$ cat src/rtl/vs2_bus_pkg.sv
// Shared definitions for the vs2 CPU bus: access FSM states and the default
// address map (ROM, RAM, VRAM and the console byte sink).
package vs2_bus_pkg;

  localparam int MAX_REGIONS = 8;
  localparam int IDX_W       = $clog2(MAX_REGIONS);

  typedef enum logic [2:0] {
    ST_IDLE,
    ST_WAIT,
    ST_CONSOLE,
    ST_DONE,
    ST_ERR
  } bus_state_e;

  localparam logic [23:0] ROM_BASE  = 24'h000000;
  localparam logic [23:0] ROM_MASK  = 24'hF00000;
  localparam logic [23:0] RAM_BASE  = 24'h600000;
  localparam logic [23:0] RAM_MASK  = 24'hE00000;
  localparam logic [23:0] VRAM_BASE = 24'hC00000;
  localparam logic [23:0] VRAM_MASK = 24'hF00000;

  localparam logic [23:0] DEFAULT_CONSOLE_ADDR = 24'h2000FC;

  // Packed region 3..0, region 0 in the least significant slice.
  localparam logic [95:0] DEFAULT_REGION_BASE = {VRAM_BASE, RAM_BASE, ROM_BASE, ROM_BASE};
  localparam logic [95:0] DEFAULT_REGION_MASK = {VRAM_MASK, RAM_MASK, ROM_MASK, ROM_MASK};
  localparam logic [15:0] DEFAULT_REGION_WAIT = {4'd2, 4'd2, 4'd2, 4'd2};

endpackage

$ cat src/rtl/region_decoder.sv
// Combinational priority decode of a 24-bit address against the region map;
// the lowest matching region index wins.
module region_decoder
  import vs2_bus_pkg::*;
#(
  parameter int                        NUM_REGIONS = 4,
  parameter logic [NUM_REGIONS*24-1:0] REGION_BASE = '0,
  parameter logic [NUM_REGIONS*24-1:0] REGION_MASK = '0
) (
  input  logic [23:0]      addr,
  output logic             hit,
  output logic [IDX_W-1:0] idx
);

  always_comb begin
    // NOTE: defaults first so every path assigns both outputs and no latch is inferred.
    hit = 1'b0;
    idx = '0;
    // Scan downward so the lowest matching index is the last one written.
    for (int i = NUM_REGIONS - 1; i >= 0; i--) begin
      if ((addr & REGION_MASK[i*24 +: 24]) == (REGION_BASE[i*24 +: 24] & REGION_MASK[i*24 +: 24])) begin
        hit = 1'b1;
        idx = IDX_W'(i);
      end
    end
  end

endmodule

$ cat src/rtl/mem_region_mux.sv
// CPU bus front end: decodes each request to a wait-stated region, the console
// byte sink, or a bus error, and returns a single-cycle cpu_ready completion.
module mem_region_mux
  import vs2_bus_pkg::*;
#(
  parameter int                        NUM_REGIONS  = 4,
  parameter int                        DATA_WIDTH   = 32,
  parameter logic [NUM_REGIONS*24-1:0] REGION_BASE  = DEFAULT_REGION_BASE,
  parameter logic [NUM_REGIONS*24-1:0] REGION_MASK  = DEFAULT_REGION_MASK,
  parameter logic [NUM_REGIONS*4-1:0]  REGION_WAIT  = DEFAULT_REGION_WAIT,
  parameter logic [23:0]               CONSOLE_ADDR = DEFAULT_CONSOLE_ADDR
) (
  input  logic                              clk,
  input  logic                              reset,
  input  logic                              cpu_valid,
  output logic                              cpu_ready,
  input  logic [31:0]                       cpu_addr,
  input  logic [DATA_WIDTH-1:0]             cpu_wdata,
  input  logic [DATA_WIDTH/8-1:0]           cpu_wstrb,
  output logic [DATA_WIDTH-1:0]             cpu_rdata,
  output logic [NUM_REGIONS-1:0]            region_sel,
  output logic [DATA_WIDTH/8-1:0]           region_wstrb,
  input  logic [NUM_REGIONS*DATA_WIDTH-1:0] region_rdata,
  output logic                              console_valid,
  output logic [7:0]                        console_data,
  input  logic                              console_ready,
  output logic                              bus_err,
  output logic [23:0]                       err_addr,
  output logic [7:0]                        err_count
);

  localparam int STRB_W = DATA_WIDTH / 8;

  bus_state_e        state;
  logic [3:0]        cnt;
  logic [IDX_W-1:0]  sel_idx;
  logic [STRB_W-1:0] wstrb_q;

  logic              dec_hit;
  logic [IDX_W-1:0]  dec_idx;
  logic [3:0]        dec_wait;
  logic              console_hit;
  logic              unused_bits;

  region_decoder #(
    .NUM_REGIONS (NUM_REGIONS),
    .REGION_BASE (REGION_BASE),
    .REGION_MASK (REGION_MASK)
  ) u_decoder (
    .addr (cpu_addr[23:0]),
    .hit  (dec_hit),
    .idx  (dec_idx)
  );

  assign dec_wait    = REGION_WAIT[dec_idx*4 +: 4];
  assign console_hit = (cpu_addr[23:0] == CONSOLE_ADDR) && cpu_wstrb[0];
  assign unused_bits = &{1'b0, cpu_addr[31:24], cpu_wdata[DATA_WIDTH-1:8]};

  always_ff @(posedge clk) begin
    if (reset) begin
      state        <= ST_IDLE;
      cnt          <= '0;
      sel_idx      <= '0;
      wstrb_q      <= '0;
      region_sel   <= '0;
      console_data <= '0;
      err_addr     <= '0;
      err_count    <= '0;
    end else begin
      // NOTE: non-blocking assignments so every register samples pre-edge values.
      case (state)
        ST_IDLE: begin
          if (cpu_valid) begin
            if (console_hit) begin
              console_data <= cpu_wdata[7:0];
              state        <= ST_CONSOLE;
            end else if (dec_hit) begin
              sel_idx    <= dec_idx;
              region_sel <= NUM_REGIONS'(1) << dec_idx;
              wstrb_q    <= cpu_wstrb;
              cnt        <= dec_wait;
              state      <= (dec_wait == 4'd0) ? ST_DONE : ST_WAIT;
            end else begin
              err_addr <= cpu_addr[23:0];
              if (err_count != 8'hFF) err_count <= err_count + 8'd1;
              state    <= ST_ERR;
            end
          end
        end
        ST_WAIT: begin
          cnt <= cnt - 4'd1;
          if (cnt == 4'd1) state <= ST_DONE;
        end
        ST_CONSOLE: begin
          if (console_ready) state <= ST_DONE;
        end
        ST_DONE: begin
          region_sel <= '0;
          state      <= ST_IDLE;
        end
        default: state <= ST_IDLE;
      endcase
    end
  end

  // Side-effecting strobes are gated by reset so a reset landing in DONE or
  // CONSOLE cannot leak a write or a console byte during the reset cycle.
  always_comb begin
    cpu_ready     = (state == ST_DONE) || (state == ST_ERR);
    bus_err       = (state == ST_ERR);
    console_valid = (state == ST_CONSOLE) && !reset;
    region_wstrb  = '0;
    cpu_rdata     = '0;
    if (state == ST_DONE && |region_sel) begin
      cpu_rdata = region_rdata[sel_idx*DATA_WIDTH +: DATA_WIDTH];
      if (!reset) region_wstrb = wstrb_q;
    end
  end

endmodule

$ cat config.mk
export PLATFORM = sky130hd
export DESIGN_NAME = mem_region_mux
export DESIGN_NICKNAME = d
export VERILOG_FILES = /design/src/rtl/vs2_bus_pkg.sv /design/src/rtl/region_decoder.sv /design/src/rtl/mem_region_mux.sv
export SDC_FILE = /design/constraint.sdc
export NUM_CORES = 1
export LEC_CHECK = 0
export BUFFER_PORTS_ARGS = -buffer_cell sky130_fd_sc_hd__buf_4
export CAP_MARGIN = 20
export CELL_PAD_IN_SITES_DETAIL_PLACEMENT = 0
export CELL_PAD_IN_SITES_GLOBAL_PLACEMENT = 1
export CORE_MARGIN = 10
export CORE_UTILIZATION = 25
export DETAILED_ROUTE_END_ITERATION = 16
export PLACE_DENSITY = 0.81
export SLEW_MARGIN = 20
export SYNTH_ARGS = -nofsm -noshare
export SYNTH_HDL_FRONTEND = slang
export SYNTH_HIERARCHICAL = 1
export SYNTH_SLANG_ARGS = --single-unit
$ cat constraint.sdc
create_clock -name clk -period 2.3 [get_ports clk]
set_input_delay 0.69 -clock clk [delete_from_list [all_inputs] [get_ports clk]]
set_output_delay 0.69 -clock clk [all_outputs]
set_load 0.005 [all_outputs]
==> results.yml <==
hold_path:
  hp-class: "flip-flop to flip-flop"
drt:
  drt-pass1-iter-count: 4
  routed_wl_um: 16500
  wire_per_inst_um: 19.8
  drt_iter0_drc: 88
  drc_errors: 0
  vias: 3935
  post_drt_via_cell_ratio: 4.71
  ant_nets: 0
clocking:
  cts_tree: "built"
  clockBufferDepth: 2
  root_buffer: "clkbuf_16"
  clkLatencyLatePin_ns: 0.33
  h-tree-depth: 3
  numCtsBuffers: 9
  cts_sinks: 58
  clk_pin_slew_ns: 0.05
finish:
  nets: 852
  finalCoreUtilization_pct: 45.6
  fillerInstances: 1338
  final_cells: 835
  drive_gt1_share_pct: 54.7
  syn_to_final_growth_pct: 76.4
synthesis:
  synth_area_um2: 3630
  synthesis.nets: 580
  syn_inst: 377
  ys_types: 53
  synth-seq-area-share_pct: 32.0
  ys.flop_type: "dfxtp_1"
  syn-mean-instance-area_um2: 9.62
  ys_async_sr_fraction_pct: 0
  synth-seq-cells: 58
  synth_edf_count: 0
  yosysWarnings: 6
sta:
  fmax_mhz: 412
  period_needed_ns: 2.43
  grt_setup_unrepaired: "true"
  setup_viol: 32
  whs_ns: 0.454
  finClkSkew_ns: 0.00813
  fin_crit_sh_pct: 106
  hold_violations: 0
  slew_viol_final: 0
  fin_ws_ns: -0.128
critical_path:
  cp_cell_sequence: "buf_4 > mux4_2 > nor2b_2 > buf_4"
  cp_slowest_cell: "mux4_2"
  endpoint_kind: "output pin"
  r2r_end: "err_count[6]"
  cpPeakStageDelay_ns: 0.49
  crit_top_cell: "buf_4"
  crit_path_end: "cpu_rdata[15]"
  critPathTopFamily: "multiplexers"
  r2r-start: "state[0]"
  crit_path_start: "sel_idx[0]"
  crit_cells: 4
  path_buf_inv: 2
  critPathArrivalTime_ns: 1.74
  critPathLaunchType: "flip-flop"
  required_ns: 1.61
  crit_type: "flip-flop to output pin"
  reg2reg_slack_ns: 0.37
  reg2regPathDepth: 6
  crit_fanout: 6
placement:
  place_hpwl_um: 14000
  place_congestion: 0.940
  dp_cells: 814
  portBuffers: 250
power:
  pwr-share-comb_pct: 22.5
  p_leak_nw: 2.84
  power.switching_w: 0.000779
  share_seq_of_total_power_pct: 34.8
  intPower_w: 0.00239
  clkPwrFrac_pct: 42.7
  p_sw_share_pct: 24.6
  p_per_area_nw_per_um2: 495
  ir_worst_vdd_mv: 0.422
  power.total_w: 0.00317
global_routing:
  grt_pass1_wl_um: 24400
  grt_pass1_vias: 4204
  grt_overflow: 0
  grt_max_degree: 44
  antenna_found_initial: 1
  grt_usage_pct: 15.8
floorplanning:
  start_util_pct: 25.8
  design.core.area_um2: 14000
  row_count: 43
  die_y_um: 140
  dieWidth_um: 140
  boundaryPins: 283
  dieArea_um2: 19700
status:
  status: "complete, but fails checks"
  violations: "negative setup slack"
flow_run:
  max_cap_violations: 0
==> layout by cell type, fill, tap and decap left out, drive strengths merged, types with 3 or more instances in the layout <==
cell,synthesis,routed
a21oi,31,31
and2,5,5
and4,3,3
buf,10,284
clkbuf,15,13
clkinv,0,3
dfxtp,58,58
ha,3,3
inv,5,5
mux2,5,5
mux2i,16,16
mux4,32,32
nand2,56,56
nand2b,6,6
nand3,9,9
nand3b,3,3
nand4,3,3
nor2,30,30
nor2b,39,39
nor3,5,5
nor3b,3,3
nor4,4,4
nor4b,4,4
o21ai,8,8
or3,3,3
==> Yosys cell counts (all sizes together) (2+ instances only) <==
cell type	number	share of area (%)
a21oi	31	4.3
nor4	4	1.0
nor4b	4	1.3
ha	3	1.0
and3b	2	0.48
buf	10	1.8
inv	5	0.52
mux2	5	1.6
a311oi	2	0.48
nor3b	3	0.76
nand3b	3	0.72
or3	3	0.52
and2	5	0.86
mux2i	16	4.4
nor3	5	1.0
or4	2	0.41
nand3	9	1.2
nand4	3	0.69
and4	3	0.72
clkbuf	15	1.6
dfxtp	58	32
o21ai	8	1.4
o31ai	2	0.41
nor2	30	3.6
nand2	56	5.8
nor2b	39	6.7
mux4	32	20
nand2b	6	1.0
==> power groups by stage <==
| stage | combinational [W] | clock (W) | sequential [W] |
|---|---|---|---|
| 4_1_cts | 0.000721 | 0.00139 | 0.00110 |
| 6_report | 0.000713 | 0.00135 | 0.00110 |
| 5_1_grt | 0.000778 | 0.00145 | 0.00111 |
| 3_3_place_gp | 0.000700 | 0 | 0.00112 |
| 2_1_floorplan | 0.000298 | 0 | 0.00112 |
| 3_5_place_dp | 0.000716 | 0 | 0.00112 |
==> flip-flops by register name, summed over array words and instances (netlist names) <==
register / cells
console_data: 8
err_addr: 24
cnt: 4
state: 3
sel_idx: 3
region_sel: 4
wstrb_q: 4
err_count: 8
==> per-stage QoR <==
| step | area, um^2 | setup slack [ns] | setup TNS (ns) |
|---|---|---|---|
| 2_1_floorplan | 3630 | 0.0428 | 0 |
| 3_3_place_gp | 5950 | -0.139 | -4.63 |
| 3_5_place_dp | 5950 | -0.127 | -3.96 |
| 4_1_cts | 6300 | -0.111 | -2.46 |
| 5_1_grt | 6400 | -0.169 | -5.06 |
| 6_report | 6400 | -0.128 | -2.94 |
==> logic make-up after synthesis <==
family | count (synthesis) | synth area share [%]
AOI/OAI and AO/OA | 52 | 9.35
xor gates and xnor gates | 1 | 0.242
adders and majority gates | 3 | 1.03
buffers and inverters | 30 | 3.90
DFF | 58 | 32.0
muxes | 53 | 25.8
other | 1 | 0.103
and+or+nand+nor | 179 | 27.5
==> area by class of cell <==
class	count	area (um^2)	area share [%]
Sequential cell	58	1160	18.2
Timing Repair Buffer	286	2300	36.0
Clock inverter	5	52.6	0.821
Antenna cell	1	2.50	0.0391
Inverter	5	18.8	0.293
Clock buffer	11	253	3.95
Tap cell	180	225	3.52
Multi-Input combinational cell	289	2380	37.2
==> worst min-delay path: stages (launching register included) <==
cell and delay, ns:
dfxtp_1 0.30, nand2_1 0.05, a21oi_1 0.05
==> routing by layer <==
layer,track usage [%],part of all wire [%],vias to the layer above
met5,0,0,-
met1,15.1,35,1847
met3,6.69,9.7,11
li1,-,-,1906
met4,3.97,1.0,0
met2,30.0,54,171
==> worst min path at each step <==
stage	to	from	slack (ns)	cells past startpoint
after floorplan	cnt[3]	cnt[3]	0.45	1
after global placement	err_addr[1]	err_addr[1]	0.44	2
after detailed placement	err_addr[12]	err_addr[12]	0.45	2
after CTS	err_addr[17]	err_addr[17]	0.46	2
after global routing	err_addr[7]	err_addr[7]	0.48	2
final	err_addr[17]	err_addr[17]	0.45	2
==> timing repair <==
action	in CTS	in global routing
endpoints found under the setup margin	36	36
gates cloned	0	2
hold buffers	0	0
setup buffers	1	1
resized for setup	9	10
endpoints found under the hold margin	0	0
No activity file was read; power rests on OpenSTA's default activity.
